File: src/rtl/mc8051_mc_dec_pipe.sv
// mc8051_mc_dec_pipe: registered microcode field decoder with handshake, stall/flush, repeat sequencing and illegal-word detection
module mc8051_mc_dec_pipe #(
  parameter int MCODE_WIDTH = 72,
  parameter int STEP_W = 3
) (
  input  logic                    clk,
  input  logic                    reset_n,
  input  logic [MCODE_WIDTH-1:0]  i_mc_b,
  input  logic                    i_mc_valid,
  output logic                    o_mc_ready,
  input  logic                    i_stall,
  input  logic                    i_flush,
  output logic                    o_dec_valid,
  output logic [STEP_W-1:0]       o_step,
  output logic                    o_last_step,
  output logic                    o_mc_err,
  output logic [2:0]              o_s2_fetch_mode_sel,
  output logic                    o_is_s2_update_pc,
  output logic [3:0]              o_s2_mem_addr_sel,
  output logic [2:0]              o_s3_fetch_mode_sel,
  output logic                    o_is_s3_update_pc,
  output logic [2:0]              o_s3_mem_addr_sel,
  output logic [2:0]              o_s5_write_mode_sel,
  output logic [3:0]              o_mem_wdata_sel,
  output logic [3:0]              o_s5_mem_addr_sel,
  output logic [2:0]              o_alu_in1_sel,
  output logic [2:0]              o_alu_in0_sel,
  output logic [4:0]              o_alu_mode,
  output logic [2:0]              o_op_psw_mode,
  output logic [2:0]              o_pc_reload_mode_sel,
  output logic [3:0]              o_jp_judg_mode,
  output logic [2:0]              o_reg_sor_sel,
  output logic [2:0]              o_reg_tar_sel,
  output logic [MCODE_WIDTH-65:0] o_mc_ext
);
  typedef enum logic [1:0] {IDLE, ISSUE, LAST} state_t;
  state_t state, state_nx;
  logic [STEP_W-1:0] step, rcnt, r_in, step_inc;
  logic [52:0] fld;
  logic [MCODE_WIDTH-65:0] ext;
  logic [62:0] hi_bits;
  logic err, accept, illegal;
  assign r_in = i_mc_b[63] ? i_mc_b[52+STEP_W:53] : '0;
  assign hi_bits = i_mc_b[62:0] >> (53 + STEP_W);
  assign illegal = (i_mc_b[63] & ~|i_mc_b[52+STEP_W:53]) | (|hi_bits);
  assign step_inc = step + STEP_W'(1);
  assign o_mc_ready = ~i_flush & ~i_stall & (state != ISSUE);
  assign accept = i_mc_valid & o_mc_ready;
  always_comb begin
    state_nx = i_flush ? IDLE :
               i_stall ? state :
               accept ? ((r_in == '0) ? LAST : ISSUE) :
               (state == ISSUE) ? ((step_inc == rcnt) ? LAST : ISSUE) : IDLE;
  end
  always_ff @(posedge clk or negedge reset_n) begin
    if (!reset_n) begin
      state <= IDLE;
      step  <= '0;
      rcnt  <= '0;
      fld   <= '0;
      ext   <= '0;
      err   <= 1'b0;
    end else begin
      state <= state_nx;
      if (i_flush) begin
        step <= '0;
        rcnt <= '0;
        fld  <= '0;
        ext  <= '0;
        err  <= 1'b0;
      end else if (i_stall) begin
        err <= 1'b0;
      end else begin
        err <= accept & illegal;
        if (accept) begin
          step <= '0;
          rcnt <= r_in;
          fld  <= i_mc_b[52:0];
          ext  <= i_mc_b[MCODE_WIDTH-1:64];
        end else if (state == ISSUE) begin
          step <= step_inc;
        end
      end
    end
  end
  assign o_dec_valid          = state != IDLE;
  assign o_last_step          = state == LAST;
  assign o_step               = step;
  assign o_mc_err             = err;
  assign o_is_s2_update_pc    = fld[0];
  assign o_s2_fetch_mode_sel  = fld[3:1];
  assign o_s2_mem_addr_sel    = fld[7:4];
  assign o_is_s3_update_pc    = fld[8];
  assign o_s3_fetch_mode_sel  = fld[11:9];
  assign o_s3_mem_addr_sel    = fld[14:12];
  assign o_mem_wdata_sel      = fld[18:15];
  assign o_s5_write_mode_sel  = fld[21:19];
  assign o_s5_mem_addr_sel    = fld[25:22];
  assign o_alu_mode           = fld[30:26];
  assign o_alu_in0_sel        = fld[33:31];
  assign o_alu_in1_sel        = fld[36:34];
  assign o_op_psw_mode        = fld[39:37];
  assign o_jp_judg_mode       = fld[43:40];
  assign o_pc_reload_mode_sel = fld[46:44];
  assign o_reg_tar_sel        = fld[49:47];
  assign o_reg_sor_sel        = fld[52:50];
  assign o_mc_ext             = ext;
endmodule

File: config.mk
export PLATFORM = sky130hd
export DESIGN_NAME = mc8051_mc_dec_pipe
export DESIGN_NICKNAME = d
export VERILOG_FILES = /design/src/rtl/mc8051_mc_dec_pipe.sv
export SDC_FILE = /design/constraint.sdc
export NUM_CORES = 1
export LEC_CHECK = 0
export BUFFER_PORTS_ARGS = -buffer_cell sky130_fd_sc_hd__buf_2
export CAP_MARGIN = 10
export CORE_ASPECT_RATIO = 2
export CORE_MARGIN = 2
export CORE_UTILIZATION = 47
export DETAILED_ROUTE_END_ITERATION = 16
export GPL_ROUTABILITY_DRIVEN = 0
export PLACE_DENSITY_LB_ADDON = 0.15
export RECOVER_POWER = 50
export SYNTH_ARGS = -nofsm -noshare
export SYNTH_HDL_FRONTEND = slang
export SYNTH_SLANG_ARGS = --single-unit
File: constraint.sdc
create_clock -name clk -period 1.71 [get_ports clk]
set_input_delay 0.0855 -clock clk [delete_from_list [all_inputs] [get_ports clk]]
set_output_delay 0.0855 -clock clk [all_outputs]
set_load 0.02 [all_outputs]
; ---- Word level (Yosys, flattened, before mapping)
; Index checks and enable logic that the tools add are counted.
[totals]
output_inout_bits = 68
mem_bits_rw = 0
ff_bits = 70
input_bits = 77
word_cells = 51
n_memories = 0
mem_bits_ro = 0
latch_bits = 0
[classes]
n_bitwise = 8
n_reduce_logical = 9
n_addsub = 1
n_mul = 0
shift = 0
n_eq_ne = 5
magnitude_cmp = 0
n_mux = 22
n_div = 0
[ops]
columns = cell, count
row1 = 53-bit two-way mux, 3
row2 = 3-bit two-way mux, 8
row3 = 8-bit two-way mux, 3
row4 = 2-bit two-way mux, 6
row5 = 7-bit OR reduction, 1
row6 = 1-bit AND, 5
row7 = "2-bit by 1-bit != test with 1-bit output, second input constant", 2
row8 = 2-bit AND reduction, 2
row9 = 2-bit nonzero test, 2
row10 = "3-bit by 1-bit adder with 3-bit output, second input constant", 1
row11 = 3-bit equality test, 1
row12 = 3-bit zero test, 1
row13 = 3-bit nonzero test, 1
row14 = 3-bit OR reduction, 1
row15 = "2-bit by 1-bit equality test with 1-bit output, second input constant", 1
row16 = "2-bit equality test, second input constant", 1
row17 = 1-bit two-way mux, 2
row18 = 1-bit inverter, 2
row19 = 1-bit zero test, 1
row20 = 1-bit OR, 1

; ---- Depth between registers and ports, before layout
; Gate-level depths: netlist (run 1).
[depth]
ltp_word = 7
depth_mapped = 7
ltp_nobuf = 5

; ---- Worst setup path after synthesis (run 1)
; No wires, ideal clock.
[synth_timing]
path_kind = flip-flop to flip-flop
from = register step[0], in the netlist o_step[0]
to = register state[0]
required_ns = 1.570
setup_ns = 0.140
arrival_time_ns = 1.449
period_less_slack_ns = 1.588
slack_ns = 0.122
n_path_buf = 0
stages_incl_launch_ff = 6
path_cell_list = dfrtp_1 -> ha_1 -> xor3_1 -> nor3_2 -> o21ba_1 -> o32ai_2
[synth_between]
elab_chain_cells = 7
[synth_rtl]
columns = item, line
row1 = from (decl), 38  ; logic [STEP_W-1:0] step, rcnt, r_in, step_inc;
row2 = from (signal assigned), 81  ; step <= step_inc;
row3 = 3-bit by 1-bit adder with 3-bit output, 46  ; assign step_inc = step + STEP_W'(1);
row4 = 3-bit equality test, 53  ; (state == ISSUE) ? ((step_inc == rcnt) ? LAST : ISSUE) : IDLE;
row5 = 2-bit two-way mux (2 in a row), 53
row6 = 2-bit two-way mux, 52  ; accept ? ((r_in == '0) ? LAST : ISSUE) :
row7 = 2-bit two-way mux, 51  ; i_stall ? state :
row8 = 2-bit two-way mux, 50  ; state_nx = i_flush ? IDLE :
row9 = to (signal assigned), 64  ; state <= state_nx;
row10 = to (decl), 37  ; state_t state, state_nx;
; Every way passes these cells. The select of a mux whose other input is x is not followed.
; A chain may end at the register's enable or synchronous reset.

; ---- Final worst setup path (run 1)
[layout_timing]
from = register step[0], in the netlist o_step[0]
to = register state[1]
; Same word-level chain as after synthesis.

==> flow_summary.toml, run 1 <==
[critical_path]
cp.arrival_ps = 1820
cp-start-kind = "flop"
rr_startpoint = "o_step[0]"
crit_start = "o_step[0]"
endpoint_kind = "flop"
worstPathRequired_ps = 1900
crit_fanout = 5
worstSetupPathType = "flop to flop"

[timing]
fin_skew_ps = 3.14
layout_setup_ws_ps = 80.5
relSlewSlack = 0.377
period_minus_slack_ps = 1630
tightest_slew_ps = 935
hold_viol = 0
setup_viol = 0
finalCritPeriodShare = 0.953
rsz0062_at_grt = "false"
fin_tns_setup_ps = 0
whs_ps = 40.7
maxSlewViolCount = 0
fmax_mhz = 614

[cts]
cts_htree_levels = 3
cts_sinks = 70
root_buffer = "clkbuf_16"
cts_tree = "done"
clock_latency_ps = 330
clockBufferDepth = 2
cts_made_buffers = 9
clk_pin_slew_ps = 50
postCtsSetupRepairBufs = 0

[finish]
areaGrowthSynthToFinish_pct = 52.5
drive_above_1_share = 0.264
final_common_cell = "nand2_1"
fin_cells = 614
mostFrequentLayoutCells = "127 x nand2_1, 110 x buf_2, 70 x dfrtp_1, 62 x dlygate4sd3_1, 61 x nand3b_1"
nNetsFinal = 599
final_core_util = 0.730
insertedDiodeCount = 0
final_area_um2 = 4760

[die]
fp.dieH_um = 119
initial_utilization = 0.479
core-area_um2 = 6520
die_w_um = 61.6
die_area_um2 = 7340
fp-row-count = 42
pin_count = 145

[hold_path]
hold_class = "primary input to flop"
min-delay-start = "i_mc_b[54]"

[synthesis]
yosysUniqueCellTypes = 33
ys_warn_count = 0
seq_area_frac_synth = 0.562
synth_ff_type = "dfrtp_1"
netlist_instances = 320
synth-compound-area-share = 0.0269
async_flop_share = 1.00
syn_nets = 398
synthMuxAreaShare = 0.00361
synthSimpleGateAreaFrac = 0.343
synth-edff-count = 0
syn_area_per_cell_um2 = 9.75
synthAdderAreaFrac = 0.00401
syn_area_um2 = 3120
ys_seq_elements = 70
synthXorXnorAreaFrac = 0.0132
synth_top_family_by_area = "simple AND/OR/NAND/NOR gates"

[pwr]
power_density_nw_per_um2 = 901
p_total_mw = 4.28
pwr-share-clk = 0.434
p_leak_nw = 2.57
p_switching_mw = 1.06
swShare = 0.247
pwr-share-seq = 0.418
combPwrFrac = 0.147
peakVddDrop_uv = 762
internal_power_mw = 3.23

[drt]
viasPerCell = 4.94
routed_wl_um = 8610
drtAntennaViolNets = 0
routed-via-count = 3032
wl_per_cell_um = 14.0
drc = 0
drt-initial-drc-count = 169
dr.pass1.iters = 4

[global_routing]
grt.total_usage = 0.242
grt_pass1_wl_um = 13400
grt_pass1_vias = 2944
grt_max_degree = 71
antenna_found_initial = 0
gr-total-overflow = 0

[placed_design]
hpwl_um = 5050
post_dp_cell_area_um2 = 3890
dpl_worst_slack_ps = 86.8
dp_cells = 536
port_buffers = 144

[run_status]
status = "finished, final reports clean"

[flow_run]
cap_violations = 0
==> power groups by stage <==
stage	Combinational, mW	Sequential [mW]	Clock, mW
2_1_floorplan	0.185	1.92	0
3_3_place_gp	0.523	1.81	0
3_5_place_dp	0.532	1.82	0
4_1_cts	0.642	1.79	1.91
5_1_grt	0.682	1.80	1.97
6_report	0.631	1.79	1.86
==> layout make-up <==
class | count | area, um^2
inverter | 1 | 3.75
fill | 520 | 1760
clock inverter | 4 | 45.0
clock buffer | 12 | 256
sequential | 70 | 1750
timing repair buffer | 212 | 1370
multi-input combinational | 227 | 1220
tap | 88 | 110
==> cells in the mapped netlist (2+ instances only) <==
master,n,share of area
nand2_1,127,0.15
nor2_1,4,0.0048
a22oi_1,2,0.0048
nand3b_1,61,0.15
clkbuf_1,9,0.011
buf_2,5,0.0080
a21oi_1,4,0.0064
dfrtp_1,70,0.56
nor2b_1,3,0.0060
buf_6,7,0.025
nor3_1,4,0.0064
nand3_1,3,0.0048
==> layer usage <==
metal  GRT usage  part of all wire  vias to the layer above
li1            -                 -                     1448
met1       0.291              0.40                     1431
met2       0.389              0.52                      136
met3      0.0717             0.067                       17
met4       0.101             0.021                        0
met5           0                 0                        -
==> flip-flops by register name (all words and copies together) (netlist names) <==
signal	flops
o_mc_err	1
rcnt	3
fld	53
o_mc_ext	8
state	2
o_step	3
==> timing repair <==
item,CTS,global route
endpoints found under the hold margin,131,0
gates resized for setup,0,0
hold buffers,62,0
setup endpoints to repair,0,0
==> critical path: stages, from the launching register on <==
cell      delay [ps]
dfrtp_1          430
ha_1             250
xor3_1           410
nor3_2            60
a221oi_1         260
nor3_1            90
==> cells by family (layout without fill, tap and decap cells) <==
| logic type | Yosys count | in the layout |
|---|---|---|
| AND/OR/NAND/NOR | 211 | 211 |
| flip-flops | 70 | 70 |
| buffers and inverters | 23 | 229 |
| XOR/XNOR | 3 | 3 |
| multiplexers | 1 | 1 |
| adder cells (fa/ha/maj) | 1 | 1 |
| AO/OA/AOI/OAI | 11 | 11 |
==> final timing paths <==
| check | endpoint | slack (ps) | depth (start not counted) |
|---|---|---|---|
| worst max-delay path | state[1] | 80 | 5 |
| worst min-delay path | rcnt[1] | 40 | 3 |
| worst max register to register | state[1] | 80 | 5 |
| worst min register to register | fld[18] | 510 | 2 |
| max in group asynchronous | fld[38] | 570 | 3 |
| min in group asynchronous | state[1] | 540 | 3 |
Note: power is estimated with default switching activity, not from simulation.
==> run 2: changes to the inputs <==
- BUFFER_PORTS_ARGS: -buffer_cell sky130_fd_sc_hd__buf_2 -> unset
- CORE_UTILIZATION: 47 -> 55
- DONT_BUFFER_PORTS: unset -> 1
- clock period: 1.71 -> 1.7 ns (I/O delays scaled with it)
==> flow_summary.toml, run 2 (synthesized netlist as in run 1, its figures left out) <==
[drt]
dr.pass1.iters = 4
routed_wl_um = 7980
drc = 0
drt-initial-drc-count = 117
viasPerCell = 5.57
routed-via-count = 2533
wl_per_cell_um = 17.5
drtAntennaViolNets = 0

[timing]
layout_setup_ws_ps = 155
whs_ps = -569
period_minus_slack_ps = 1540
finalCritPeriodShare = 0.909
maxSlewViolCount = 0
tightest_slew_ps = 450
relSlewSlack = 0.699
fin_skew_ps = 3.34
fin_tns_setup_ps = 0
fmax_mhz = 647
rsz0062_at_grt = "false"
setup_viol = 0
hold_viol = 70

[global_routing]
antenna_found_initial = 0
grt.total_usage = 0.265
grt_busiest_layer = "met2"
grt_max_degree = 71
use_met1 = 0.272
grt_pass1_wl_um = 12900
use_met2 = 0.473
gr-total-overflow = 0
use_met3 = 0.0843
grt_pass1_vias = 2723

[cts]
root_buffer = "clkbuf_8"
cts_repair_resize_count = 0
postCtsSetupRepairBufs = 0
clock_latency_ps = 340
ctsHoldBuffers = 72
cts_sinks = 70
cts_made_buffers = 9
clockBufferDepth = 2
clk_pin_slew_ps = 70
cts_htree_levels = 3
cts_tree = "done"

[hold_path]
hold_class = "primary input to async pin"

[placed_design]
dp_cells = 367
port_buffers = 0
hpwl_um = 4400
dpl_worst_slack_ps = 194

[run_status]
violations = "negative hold slack"
status = "finished, violations left"

[die]
die_area_um2 = 6330
fp-row-count = 38
fp.dieH_um = 111
pin_count = 145
initial_utilization = 0.570
die_w_um = 57.3
core-area_um2 = 5470

[finish]
drive_above_1_share = 0.0734
fin_cells = 455
final_common_cell = "nand2_1"
largest_reg_flops = 53
top_register = "fld"
insertedDiodeCount = 0
areaGrowthSynthToFinish_pct = 29.4
mostFrequentLayoutCells = "127 x nand2_1, 71 x dlygate4sd3_1, 70 x dfrtp_1, 61 x nand3b_1, 10 x clkbuf_8"
nNetsFinal = 468

[pwr]
power_density_nw_per_um2 = 845
p_leak_nw = 2.06
peakVddDrop_uv = 779

[critical_path]
worstSetupPathType = "flop to flop"
endpoint_kind = "flop"
cp.arrival_ps = 1790
worstPathRequired_ps = 1940
cp-start-kind = "flop"
crit_fanout = 2

[flow_run]
cap_violations = 0
run 2: changes by cell type in the layout (fill, tap and decap cells not counted):
| cell | previous run | this run |
|---|---|---|
| buf_2 | 110 | 0 |
| clkbuf_1 | 35 | 5 |
| clkbuf_16 | 9 | 0 |
| dlygate4sd3_1 | 62 | 71 |
| clkbuf_8 | 2 | 10 |
| buf_4 | 3 | 7 |
| clkinv_2 | 3 | 1 |
| buf_12 | 2 | 3 |
| bufinv_16 | 1 | 0 |
| clkbuf_4 | 1 | 0 |
run 2: power by group:
| group | total [mW] | leakage (nW) | internal (mW) | switching (mW) |
|---|---|---|---|---|
| Clock | 1.13 | 0.0817 | 0.571 | 0.563 |
| Combinational | 0.360 | 1.02 | 0.202 | 0.158 |
| Sequential | 1.92 | 0.952 | 1.75 | 0.166 |
run 2: final timing paths:
check	depth (start not counted)	startpoint	slack [ps]	end
max in group asynchronous	0	reset_n	2160	o_step[0]
min in group clk	3	i_mc_valid	20	o_step[0]
max reg2reg	5	o_step[0]	160	state[0]
min reg2reg	2	rcnt[1]	550	rcnt[1]
max	5	o_step[0]	160	state[0]
min	0	reset_n	-570	fld[24]
run 2: metrics by stage:
stage	utilization	area, um^2	hold slack (ps)	power [mW]
detailed placement	0.575	3140	-209	2.14
global route	0.738	4040	-596	3.56
finish	0.738	4040	-569	3.41
floorplan	-	3120	-211	2.11
CTS	0.738	4040	-588	3.43
global placement	0.575	3140	-209	2.13
run 2: metal layers:
metal  wire length [um]  vias to the layer above
met5                  0                        -
met3                580                       18
met4                182                        0
li1                   -                     1187
met2               4540                      117
met1               2670                     1211
run 2: area by class of cell:
cell class              count  area [um^2]
flip-flops and latches     70         1750
fillers                   387         1430
multi-input cells         227         1220
repair buffers             81          823
clock buffers              15          156
well taps                  60         75.1
clock inverters             1         5.00
inverters                   1         3.75
run 2: critical path, stage by stage, from the launching register on:
cell,delay (ps)
dfrtp_1,380
ha_1,220
xor3_1,390
nor3_2,50
o21ba_1,180
o32ai_2,220
==> run 3: changes to the inputs <==
- MAX_ROUTING_LAYER: unset -> met4
- SKIP_LAST_GASP: unset -> 1
==> flow_summary.toml, run 3 (synthesized netlist as in run 1, its figures left out) <==
[run_status]
status = "finished, violations left"
violations = "negative hold slack"

[finish]
drive_above_1_share = 0.0734
top_register = "fld"
nNetsFinal = 468
areaGrowthSynthToFinish_pct = 29.4
mostFrequentLayoutCells = "127 x nand2_1, 71 x dlygate4sd3_1, 70 x dfrtp_1, 61 x nand3b_1, 10 x clkbuf_8"
multi_input_area_um2 = 1220
largest_reg_flops = 53
final_common_cell = "nand2_1"
insertedDiodeCount = 0
nFillCells = 387
final_core_util = 0.738
register_area_um2 = 1750

[critical_path]
slowest_delay_ps = 390
path_cells = "ha_1 > xor3_1 > nor3_2 > o21ba_1 > o32ai_2"
crit_fanout = 2
worstSetupPathType = "flop to flop"
worstPathRequired_ps = 1940
cp-start-kind = "flop"
crit_family = "compound AO/OA/AOI/OAI gates"
endpoint_kind = "flop"
cp.buffers_inverters = 0
cp.arrival_ps = 1790
crit_slowest_cell = "xor3_1"

[drt]
dr.pass1.iters = 6
routed_wl_um = 7980
routed-via-count = 2526
viasPerCell = 5.55
drtAntennaViolNets = 0
drc = 0
drt-initial-drc-count = 120
wl_per_cell_um = 17.5

[cts]
cts_repair_resize_count = 0
root_buffer = "clkbuf_8"
clock_latency_ps = 340
clockBufferDepth = 2
cts_htree_levels = 3
cts_tree = "done"
ctsHoldBuffers = 72
postCtsSetupRepairBufs = 0
clk_pin_slew_ps = 70
cts_sinks = 70
cts_made_buffers = 9

[placed_design]
dpl_worst_slack_ps = 194
port_buffers = 0
hpwl_um = 4400

[timing]
finalCritPeriodShare = 0.911
tightest_slew_ps = 453
rsz0062_at_grt = "false"
hold_viol = 70
setup_viol = 0
maxSlewViolCount = 0
fmax_mhz = 646
period_minus_slack_ps = 1550
whs_ps = -568
fin_skew_ps = 3.63
fin_tns_setup_ps = 0
relSlewSlack = 0.698
layout_setup_ws_ps = 152

[global_routing]
gr-total-overflow = 0
grt_pass1_wl_um = 12900
antenna_found_initial = 0
grt_max_degree = 71
grt_pass1_vias = 2720
grt.total_usage = 0.273

[die]
fp-row-count = 38
core-area_um2 = 5470
die_w_um = 57.3
pin_count = 145
initial_utilization = 0.570
die_area_um2 = 6330
fp.dieH_um = 111

[pwr]
p_leak_nw = 2.06
power_density_nw_per_um2 = 844
peakVddDrop_uv = 776

[flow_run]
cap_violations = 0

[hold_path]
hold_class = "primary input to async pin"
[run 3: final timing paths]
| kind | startpoint | end | slack (ps) | cells past startpoint |
|---|---|---|---|---|
| worst max-delay path | o_step[0] | state[0] | 150 | 5 |
| worst min-delay path | reset_n | fld[24] | -570 | 0 |
| worst max register to register | o_step[0] | state[0] | 150 | 5 |
| worst min register to register | rcnt[0] | rcnt[0] | 550 | 2 |
| max in group asynchronous | reset_n | fld[28] | 2130 | 0 |
| min in group clk | i_mc_valid | o_step[0] | 20 | 3 |
[run 3: layer usage]
| metal | vias up | wire length, um | GRT usage |
|---|---|---|---|
| met2 | 103 | 4540 | 0.471 |
| met4 | 0 | 197 | 0.118 |
| met5 | - | 0 | - |
| met1 | 1217 | 2720 | 0.278 |
| li1 | 1187 | - | - |
| met3 | 19 | 528 | 0.0785 |
[run 3: metrics by stage]
stage                     instances  cell area, um^2  hold WS (ps)  power (mW)
final                           455             4040          -568        3.40
after global routing            455             4040          -596        3.56
after CTS                       455             4040          -588        3.43
after detailed placement        367             3140          -209        2.14
after global placement          367             3140          -209        2.13
after floorplan                 320             3120          -211        2.11
[run 3: worst register-to-register path, stage by stage (launching register included)]
cell	delay (ps)
dfrtp_1	380
ha_1	220
xor3_1	390
nor3_2	50
o21ba_1	190
o32ai_2	220
[run 3: where the power goes]
part | switching (mW) | internal, mW
Clock | 0.559 | 0.571
Sequential | 0.166 | 1.75
Combinational | 0.158 | 0.202
[run 3: cell type report]
cell class | count | area share
Tap cell | 60 | 0.0186
Inverter | 1 | 0.000930
Multi-Input combinational cell | 227 | 0.302
Sequential cell | 70 | 0.434
Clock inverter | 1 | 0.00124
Clock buffer | 15 | 0.0388
Timing Repair Buffer | 81 | 0.204
